<file path="src/rtl/pe_ctrl.sv">
// pe_ctrl: sequencer for a single PE datapath.
//
// Flow of a job: the filter is loaded into the filter scratchpad once. After that,
// each output refills the circular IF scratchpad with fresh elements, runs the MAC
// loop over the sliding window, and writes the partial sum to the output buffer.
//
// Optional feature: define PE_CTRL_PSUM_ACC_EN to add a PSUM state. In that state an
// incoming partial sum is read from the psum buffer and added before the write-back.
//
// Ports:
//   clk, rst                          clock, synchronous active-high reset
//   start                             begin a job (sampled only in IDLE)
//   cfg_filt_len/cfg_stride/cfg_num_out   F, S and N, latched on start
//   filt_buf_empty -> filt_buf_rd, filt_sc_wen, filt_sc_waddr   filter load
//   if_buf_empty   -> if_buf_rd, if_sc_wen, if_sc_waddr         IF load
//   filt_sc_raddr, if_sc_raddr, mac_en, psum_clr                MAC loop
//   out_buf_full   -> out_buf_wr                                psum write-back
//   psum_buf_empty -> psum_buf_rd, psum_ld                      (PE_CTRL_PSUM_ACC_EN only)
//   busy, done                        status; done is a one-cycle pulse
module pe_ctrl #(
  parameter int unsigned FILT_ADDR_LEN      = 4,
  parameter int unsigned IF_ADDR_LEN        = 4,
  parameter int unsigned FILT_SCRATCH_DEPTH = 16,
  parameter int unsigned IF_SCRATCH_DEPTH   = 16,
  parameter int unsigned CNT_LEN            = 8
) (
  input  logic                     clk,
  input  logic                     rst,
  input  logic                     start,
  input  logic [FILT_ADDR_LEN:0]   cfg_filt_len,
  input  logic [IF_ADDR_LEN-1:0]   cfg_stride,
  input  logic [CNT_LEN-1:0]       cfg_num_out,
  input  logic                     filt_buf_empty,
  output logic                     filt_buf_rd,
  output logic                     filt_sc_wen,
  output logic [FILT_ADDR_LEN-1:0] filt_sc_waddr,
  input  logic                     if_buf_empty,
  output logic                     if_buf_rd,
  output logic                     if_sc_wen,
  output logic [IF_ADDR_LEN-1:0]   if_sc_waddr,
  output logic [FILT_ADDR_LEN-1:0] filt_sc_raddr,
  output logic [IF_ADDR_LEN-1:0]   if_sc_raddr,
  output logic                     mac_en,
  output logic                     psum_clr,
  input  logic                     out_buf_full,
  output logic                     out_buf_wr,
`ifdef PE_CTRL_PSUM_ACC_EN
  input  logic                     psum_buf_empty,
  output logic                     psum_buf_rd,
  output logic                     psum_ld,
`endif
  output logic                     busy,
  output logic                     done
);

  // Scratchpad depths must fit their address widths.
  if (FILT_SCRATCH_DEPTH < 1 || FILT_SCRATCH_DEPTH > (1 << FILT_ADDR_LEN)) begin : g_bad_filt
    $error("FILT_SCRATCH_DEPTH does not fit FILT_ADDR_LEN");
  end
  if (IF_SCRATCH_DEPTH < 1 || IF_SCRATCH_DEPTH > (1 << IF_ADDR_LEN)) begin : g_bad_if
    $error("IF_SCRATCH_DEPTH does not fit IF_ADDR_LEN");
  end

  localparam int unsigned FW = FILT_ADDR_LEN + 1;  // holds F itself
  localparam int unsigned NW = IF_ADDR_LEN + 1;    // holds F or S as a refill count
  localparam int unsigned SW = IF_ADDR_LEN + 2;    // holds a sum of two values below depth
  localparam logic [SW-1:0] IfDepth = SW'(IF_SCRATCH_DEPTH);

  typedef enum logic [2:0] {
    StIdle,
    StLdFilt,
    StLdIf,
    StMac,
`ifdef PE_CTRL_PSUM_ACC_EN
    StPsum,
`endif
    StWr,
    StDone
  } state_e;

  state_e                 state_q, state_d;
  logic [FW-1:0]          filt_len_q, filt_len_d;
  logic [IF_ADDR_LEN-1:0] stride_q, stride_d;
  logic [CNT_LEN-1:0]     num_out_q, num_out_d;
  logic [FW-1:0]          k_q, k_d;            // filter words loaded
  logic [FW-1:0]          j_q, j_d;            // MAC tap index
  logic [NW-1:0]          if_cnt_q, if_cnt_d;  // IF words loaded in this refill
  logic [NW-1:0]          need_q, need_d;      // IF words required by this refill
  logic [IF_ADDR_LEN-1:0] wr_ptr_q, wr_ptr_d;
  logic [IF_ADDR_LEN-1:0] base_q, base_d;      // window start in the circular IF pad
  logic [CNT_LEN-1:0]     out_cnt_q, out_cnt_d;

  // Operands are always below 2*depth, so a single conditional subtract wraps them.
  function automatic logic [IF_ADDR_LEN-1:0] if_wrap(input logic [SW-1:0] v);
    logic [SW-1:0] r;
    r = (v >= IfDepth) ? (v - IfDepth) : v;
    return IF_ADDR_LEN'(r);
  endfunction

  always_comb begin
    state_d       = state_q;
    filt_len_d    = filt_len_q;
    stride_d      = stride_q;
    num_out_d     = num_out_q;
    k_d           = k_q;
    j_d           = j_q;
    if_cnt_d      = if_cnt_q;
    need_d        = need_q;
    wr_ptr_d      = wr_ptr_q;
    base_d        = base_q;
    out_cnt_d     = out_cnt_q;
    filt_buf_rd   = 1'b0;
    filt_sc_wen   = 1'b0;
    filt_sc_waddr = '0;
    if_buf_rd     = 1'b0;
    if_sc_wen     = 1'b0;
    if_sc_waddr   = '0;
    filt_sc_raddr = '0;
    if_sc_raddr   = '0;
    mac_en        = 1'b0;
    psum_clr      = 1'b0;
    out_buf_wr    = 1'b0;
`ifdef PE_CTRL_PSUM_ACC_EN
    psum_buf_rd   = 1'b0;
    psum_ld       = 1'b0;
`endif
    done          = 1'b0;
    busy          = (state_q != StIdle) && (state_q != StDone);

    unique case (state_q)
      StIdle: begin
        if (start) begin
          filt_len_d = cfg_filt_len;
          stride_d   = cfg_stride;
          num_out_d  = cfg_num_out;
          k_d        = '0;
          j_d        = '0;
          if_cnt_d   = '0;
          need_d     = '0;
          wr_ptr_d   = '0;
          base_d     = '0;
          out_cnt_d  = '0;
          state_d    = (cfg_num_out == '0) ? StDone : StLdFilt;
        end
      end
      StLdFilt: begin
        if (!filt_buf_empty) begin
          filt_buf_rd   = 1'b1;
          filt_sc_wen   = 1'b1;
          filt_sc_waddr = k_q[FILT_ADDR_LEN-1:0];
          k_d           = k_q + 1'b1;
          if (k_q + 1'b1 == filt_len_q) begin
            need_d  = NW'(filt_len_q);
            state_d = StLdIf;
          end
        end
      end
      StLdIf: begin
        if (!if_buf_empty) begin
          if_buf_rd   = 1'b1;
          if_sc_wen   = 1'b1;
          if_sc_waddr = wr_ptr_q;
          wr_ptr_d    = if_wrap(SW'(wr_ptr_q) + SW'(1));
          if_cnt_d    = if_cnt_q + 1'b1;
          if (if_cnt_q + 1'b1 == need_q) begin
            if_cnt_d = '0;
            j_d      = '0;
            state_d  = StMac;
          end
        end
      end
      StMac: begin
        mac_en        = 1'b1;
        psum_clr      = (j_q == '0);
        filt_sc_raddr = j_q[FILT_ADDR_LEN-1:0];
        if_sc_raddr   = if_wrap(SW'(base_q) + SW'(j_q));
        j_d           = j_q + 1'b1;
        if (j_q == filt_len_q - 1'b1) begin
`ifdef PE_CTRL_PSUM_ACC_EN
          state_d = StPsum;
`else
          state_d = StWr;
`endif
        end
      end
`ifdef PE_CTRL_PSUM_ACC_EN
      StPsum: begin
        if (!psum_buf_empty) begin
          psum_buf_rd = 1'b1;
          psum_ld     = 1'b1;
          state_d     = StWr;
        end
      end
`endif
      StWr: begin
        if (!out_buf_full) begin
          out_buf_wr = 1'b1;
          out_cnt_d  = out_cnt_q + 1'b1;
          if (out_cnt_q + 1'b1 == num_out_q) begin
            state_d = StDone;
          end else begin
            base_d  = if_wrap(SW'(base_q) + SW'(stride_q));
            need_d  = NW'(stride_q);
            state_d = StLdIf;
          end
        end
      end
      StDone: begin
        done    = 1'b1;
        state_d = StIdle;
      end
      default: state_d = StIdle;
    endcase
  end

  always_ff @(posedge clk) begin
    if (rst) begin
      state_q    <= StIdle;
      filt_len_q <= '0;
      stride_q   <= '0;
      num_out_q  <= '0;
      k_q        <= '0;
      j_q        <= '0;
      if_cnt_q   <= '0;
      need_q     <= '0;
      wr_ptr_q   <= '0;
      base_q     <= '0;
      out_cnt_q  <= '0;
    end else begin
      state_q    <= state_d;
      filt_len_q <= filt_len_d;
      stride_q   <= stride_d;
      num_out_q  <= num_out_d;
      k_q        <= k_d;
      j_q        <= j_d;
      if_cnt_q   <= if_cnt_d;
      need_q     <= need_d;
      wr_ptr_q   <= wr_ptr_d;
      base_q     <= base_d;
      out_cnt_q  <= out_cnt_d;
    end
  end

endmodule

</file>
<file path="config.mk">
export PLATFORM = sky130hd
export DESIGN_NAME = pe_ctrl
export DESIGN_NICKNAME = d
export VERILOG_FILES = /design/src/rtl/pe_ctrl.sv
export SDC_FILE = /design/constraint.sdc
export NUM_CORES = 1
export LEC_CHECK = 0
export ABC_AREA = 1
export CAP_MARGIN = 20
export CELL_PAD_IN_SITES_DETAIL_PLACEMENT = 0
export CELL_PAD_IN_SITES_GLOBAL_PLACEMENT = 2
export CORE_ASPECT_RATIO = 2
export CORE_MARGIN = 5
export CORE_UTILIZATION = 30
export DETAILED_ROUTE_END_ITERATION = 12
export GPL_ROUTABILITY_DRIVEN = 0
export HOLD_SLACK_MARGIN = 0.06
export PLACE_DENSITY = 0.8
export SLEW_MARGIN = 25
export SYNTH_ARGS = -nofsm -noshare
export SYNTH_HDL_FRONTEND = slang
export SYNTH_SLANG_ARGS = --single-unit
</file>
<file path="constraint.sdc">
create_clock -name clk -period 2.5 [get_ports clk]
set_clock_uncertainty 0.15 [all_clocks]
set_input_delay 0.625 -clock clk [delete_from_list [all_inputs] [get_ports clk]]
set_output_delay 0.625 -clock clk [all_outputs]
set_load 0.01 [all_outputs]
</file>
---- Word-level counts from Yosys, hierarchy flattened ----
Cells that the tools add are included.
word-level totals
  flip-flop bits (word level) ............. 56
  input bits .............................. 23
  logic and storage cells ................. 112
cells by class
  $add $sub $neg .......................... 11
  order comparisons ....................... 3
  equal/unequal tests ..................... 18
  multiplexer cells ....................... 51
  reductions and logical operators ........ 18
operator list
  kind                   number
  $mux W4                13
  $mux W5                10
  $pmux W5 S3            2
  $mux W3                9
  $pmux W5 S2            2
  $mux W8                2
  $ne A2 B2 Y1 const B   8
  $pmux W4 S2            2
  $pmux W8 S2            1
  $add A5 B1 Y5 const B  3
  $eq A5 B5 Y1           3
  $pmux W3 S5            1
  $sub A4 B1 Y4 const B  3
  $ge A5 B5 Y1 const B   2
  $mux W1                9
  $reduce_and A3 Y1      3
  $reduce_bool A3 Y1     3
  $add A8 B1 Y8 const B  1
  $eq A8 B8 Y1           1
  $logic_not A8 Y1       1
  $reduce_and A4 Y1      2
  $reduce_and A7 Y1      1
  $add A4 B5 Y6          1
  $eq A3 B2 Y1 const B   2
  13 further kinds       16

---- Logic depth before layout (Yosys ltp) ----
  depth in word-level cells ............... 6
  gate-level depth with buffers ........... 14

---- Worst setup path before layout ----
Ideal clock, no wire load.
  path kind ............................... reg-to-output
  start point ............................. register state_q[1]
  end point ............................... output port if_sc_waddr[0]
  data arrival time ....................... 1351 ps
  data required time ...................... 1725 ps
  path slack .............................. 374 ps
  stages on the path, launching flop included .. 7
  buffers on the path ..................... 0
  cells stage by stage .................... dfxtp_1 > inv_2 > nor3_1 > inv_1 > nor2_1 > inv_1 > nor2_1
between the ends
  cells in the longest elaborated chain, start to end .. 2
RTL lines
  item                    line  source
  start, declared         81    state_e state_q, state_d;
  start signal, assigned  218   state_q <= StIdle;
  start signal, assigned  230   state_q <= state_d;
  $eq A3 B2 Y1            130   unique case (state_q)
  $mux W4                 130
  end, declared           40    output logic [IF_ADDR_LEN-1:0] if_sc_waddr,
Every way passes these cells.

---- Worst setup path in the final report ----
  start point ............................. input port if_buf_empty
  end point ............................... output port if_sc_waddr[3]
between the ends
  cells in the longest elaborated chain, start to end .. 2
RTL lines
  item             line  source
  start, declared  37    input logic if_buf_empty,
  $mux W4          159   if (!if_buf_empty) begin
  $mux W4          130
Every way passes these cells.

==> impl_metrics.csv <==
group,metric,value,unit
run_status,status,"completed",
layout,areaGrowthSynthToFinish,27.4,%
hold_path,hp-class,"register to register",
detailed_routing,num_vias,3739,
logic_synthesis,ys_warn_count,0,
logic_synthesis,ys_ff_latch,56,
layout,layout.nets,674,
grt,antenna_found_initial,0,
power,intPower,1960,µW
clocking,clk_path_buf_depth,2,
logic_synthesis,synth_area_per_cell,6.55,µm²
detailed_routing,routed_wirelength,11400,µm
worst_setup_path,rr_startpoint,"out_cnt_q[1]",
sta,rsz0062_at_grt,"yes",
logic_synthesis,synth_top_area_share,30.5,%
logic_synthesis,syn_nets,600,
detailed_routing,drc,0,
floorplanning,die_y,167,µm
detailed_routing,dr_wl_met3,282,µm
placement,dp_hpwl,9110,µm
layout,diodes,0,
floorplanning,ioPinCount,48,
detailed_routing,avgRoutedWirePerCell,14.6,µm
worst_setup_path,path_cells,"clkdlybuf4s50_1 -> nor2_2 -> inv_1 -> nor2_1 -> dlygate4sd2_1",
power,p_per_area,709,mW/mm²
clocking,cts_root_buffer,"clkbuf_16",
worst_setup_path,critical_path_arrival,1.63,ns
placement,post-place-cells,772,
floorplanning,coreArea,0.0121,mm²
sta,tightest_slew,0.411,ns
sta,clock.fmax,417,MHz
hold_path,min_to,"num_out_q[2]",
floorplanning,dieArea,0.0147,mm²
detailed_routing,routed_via_density,4.77,
logic_synthesis,synthTopCellsByArea,"dfxtp_1 30%, nand2_1 15%, inv_1 7.4%",
layout,layout_common_cells,"144 x nand2_1, 72 x inv_1, 55 x dfxtp_1",
worst_setup_path,max_stage_delay,0.43,ns
sta,fin_crit_sh,96.0,%
clocking,clkLatencyLatePin,0.30,ns
sta,setup_violations,0,
hold_path,min_path_cells,2,
grt,grt_usage,16.1,%
worst_setup_path,cpMaxStageDelayCell,"clkdlybuf4s50_1",
hold_path,hp-start,"num_out_q[2]",
power,combPwrFrac,43.4,%
sta,hold_violations,0,
detailed_routing,drt_iter0_markers,93,
power,power.leakage,0.00207,µW
clocking,path_clk_slew,0.07,ns
worst_setup_path,critPathKind,"input pin to primary output",
layout,fin_util,38.7,%
layout,final_common_cell,"nand2_1",
clocking,htreeDepth,2,
power,seq_power_share,34.2,%
sta,timing.slew.headroom,72.5,%
logic_synthesis,yosysTopAreaCell,"dfxtp_1",
layout,final.fill_count,1364,
power,p_switching,1360,µW
worst_setup_path,r2r_end,"need_q[4]",
grt,grt_max_degree,26,
sta,fin_hold_ws,0.330,ns
logic_synthesis,ys_types,39,
power,p_clk_share,22.4,%
worst_setup_path,reg2reg_slack,0.25,ns
grt,gr-total-overflow,0,
detailed_routing,firstDrtPassIters,4,
worst_setup_path,crit_path_start,"if_buf_empty",
flow_run,maxCapViolCount,0,
worst_setup_path,path_max_fanout,4,
worst_setup_path,worst_setup_path_end_kind,"primary output",
layout,stdcell_count,784,
power,irDropWorstVdd,0.307,mV
worst_setup_path,worstRegToRegCells,12,
detailed_routing,antenna_left,0,
grt,grt_first_pass_wirelength,18300,µm
worst_setup_path,start_kind,"input pin",
power,power.total,3320,µW
logic_synthesis,syn-cell-area,0.00368,mm²
clocking,cts_buffers,5,
floorplanning,die_w,88.3,µm
worst_setup_path,crit_required,1.73,ns
power,switching_share,40.9,%
clocking,clock_sinks,56,
floorplanning,placementRows,57,
sta,layout_min_cycle_time,2.40,ns
placement,io_buffers,47,
floorplanning,start_util,30.4,%
detailed_routing,top_layer,"met4",
detailed_routing,wl_met1,4050,µm
sta,slew_viol_final,0,
grt,grt_pass1_vias,3767,
logic_synthesis,synth_cells,562,
logic_synthesis,ys_seq_area_share,30.5,%
layout,drive_above_1_share,16.8,%
detailed_routing,met2WireLength,6840,µm
clocking,cts_tree,"done",
## kinds of logic after synthesis
family / share of synthesized area [%]
compound gates: 11.7
buf+inv: 10.7
flops: 30.5
fa+ha+maj: 5.51
xor+xnor: 2.62
simple gates: 39.0
## power groups by stage
| stage | Sequential [µW] | Combinational, µW | Clock [µW] |
|---|---|---|---|
| detailed placement | 1160 | 1460 | 0 |
| CTS | 1140 | 1470 | 772 |
| floorplan | 1110 | 984 | 0 |
| finish | 1140 | 1440 | 744 |
| global placement | 1150 | 1450 | 0 |
| global route | 1160 | 1630 | 799 |
## per-stage QoR
| stage | TNS, ns | setup WS, ns | instance area, µm² |
|---|---|---|---|
| floorplan | 0 | 0.374 | 3680 |
| global placement | -2.35 | -0.226 | 4500 |
| detailed placement | -2.48 | -0.240 | 4500 |
| CTS | 0 | 0.000813 | 4670 |
| global route | -0.0185 | -0.0110 | 4690 |
| finish | 0 | 0.0999 | 4690 |
## per-layer routing
metal	vias to the layer above	track usage, %
met5	-	0
met4	0	5.46
met3	15	1.88
met2	64	32.9
met1	1724	15.3
li1	1936	-
## worst max path at each step
stage | endpoint | slack (ns) | cells after the start
6_report | if_sc_waddr[3] | 0.1 | 5
5_1_grt | if_sc_waddr[3] | -0.01 | 6
4_1_cts | filt_sc_raddr[1] | 0.0008 | 7
3_5_place_dp | filt_sc_waddr[0] | -0.24 | 5
3_3_place_gp | filt_sc_waddr[0] | -0.23 | 5
2_1_floorplan | if_sc_waddr[0] | 0.37 | 6
## what timing repair did
item	4_1_cts	5_1_grt
buffers inserted	3	0
cloned	1	0
setup endpoints to repair	25	16
resized for setup	37	23
hold buffers	0	0
pin swaps	2	1
## critical path: cells and delay by family
family                 cells  cell delay [ns]
buffers and inverters      3             0.78
AND/OR/NAND/NOR            2             0.21
## cells in the mapped netlist, drive strengths merged
library cell and n:
a31oi 1, a21oi 49, nor4 2, fa 2, xor2 7, a211oi 2
inv 86, nand3 55, buf 5, nand4 9, nand2 153, ha 13
or2 2, o21a 1, dfxtp 56, xnor2 4, nor3 6, clkbuf 8
nand3b 2, o22ai 4, and2 1, nor2 71, o21ai 22, clkinv 1
## registers in the layout, summed over array words and instances, names as in the netlist
| register | cells |
|---|---|
| j_q | 5 |
| need_q | 5 |
| out_cnt_q | 8 |
| wr_ptr_q | 4 |
| base_q | 4 |
| filt_len_q | 5 |
| if_cnt_q | 5 |
| state_q | 3 |
| stride_q | 4 |
| k_q | 5 |
| num_out_q | 8 |
## layout make-up
| class | count | area [µm²] | share of cell area (%) |
|---|---|---|---|
| clock buffers | 8 | 146 | 3.12 |
| well taps | 147 | 184 | 3.92 |
| multi-input cells | 406 | 2210 | 47.2 |
| repair inverters | 1 | 7.51 | 0.160 |
| flip-flops and latches | 56 | 1120 | 24.0 |
| inverters | 87 | 329 | 7.02 |
| repair buffers | 79 | 686 | 14.6 |
(Power assumes the default switching activity.)
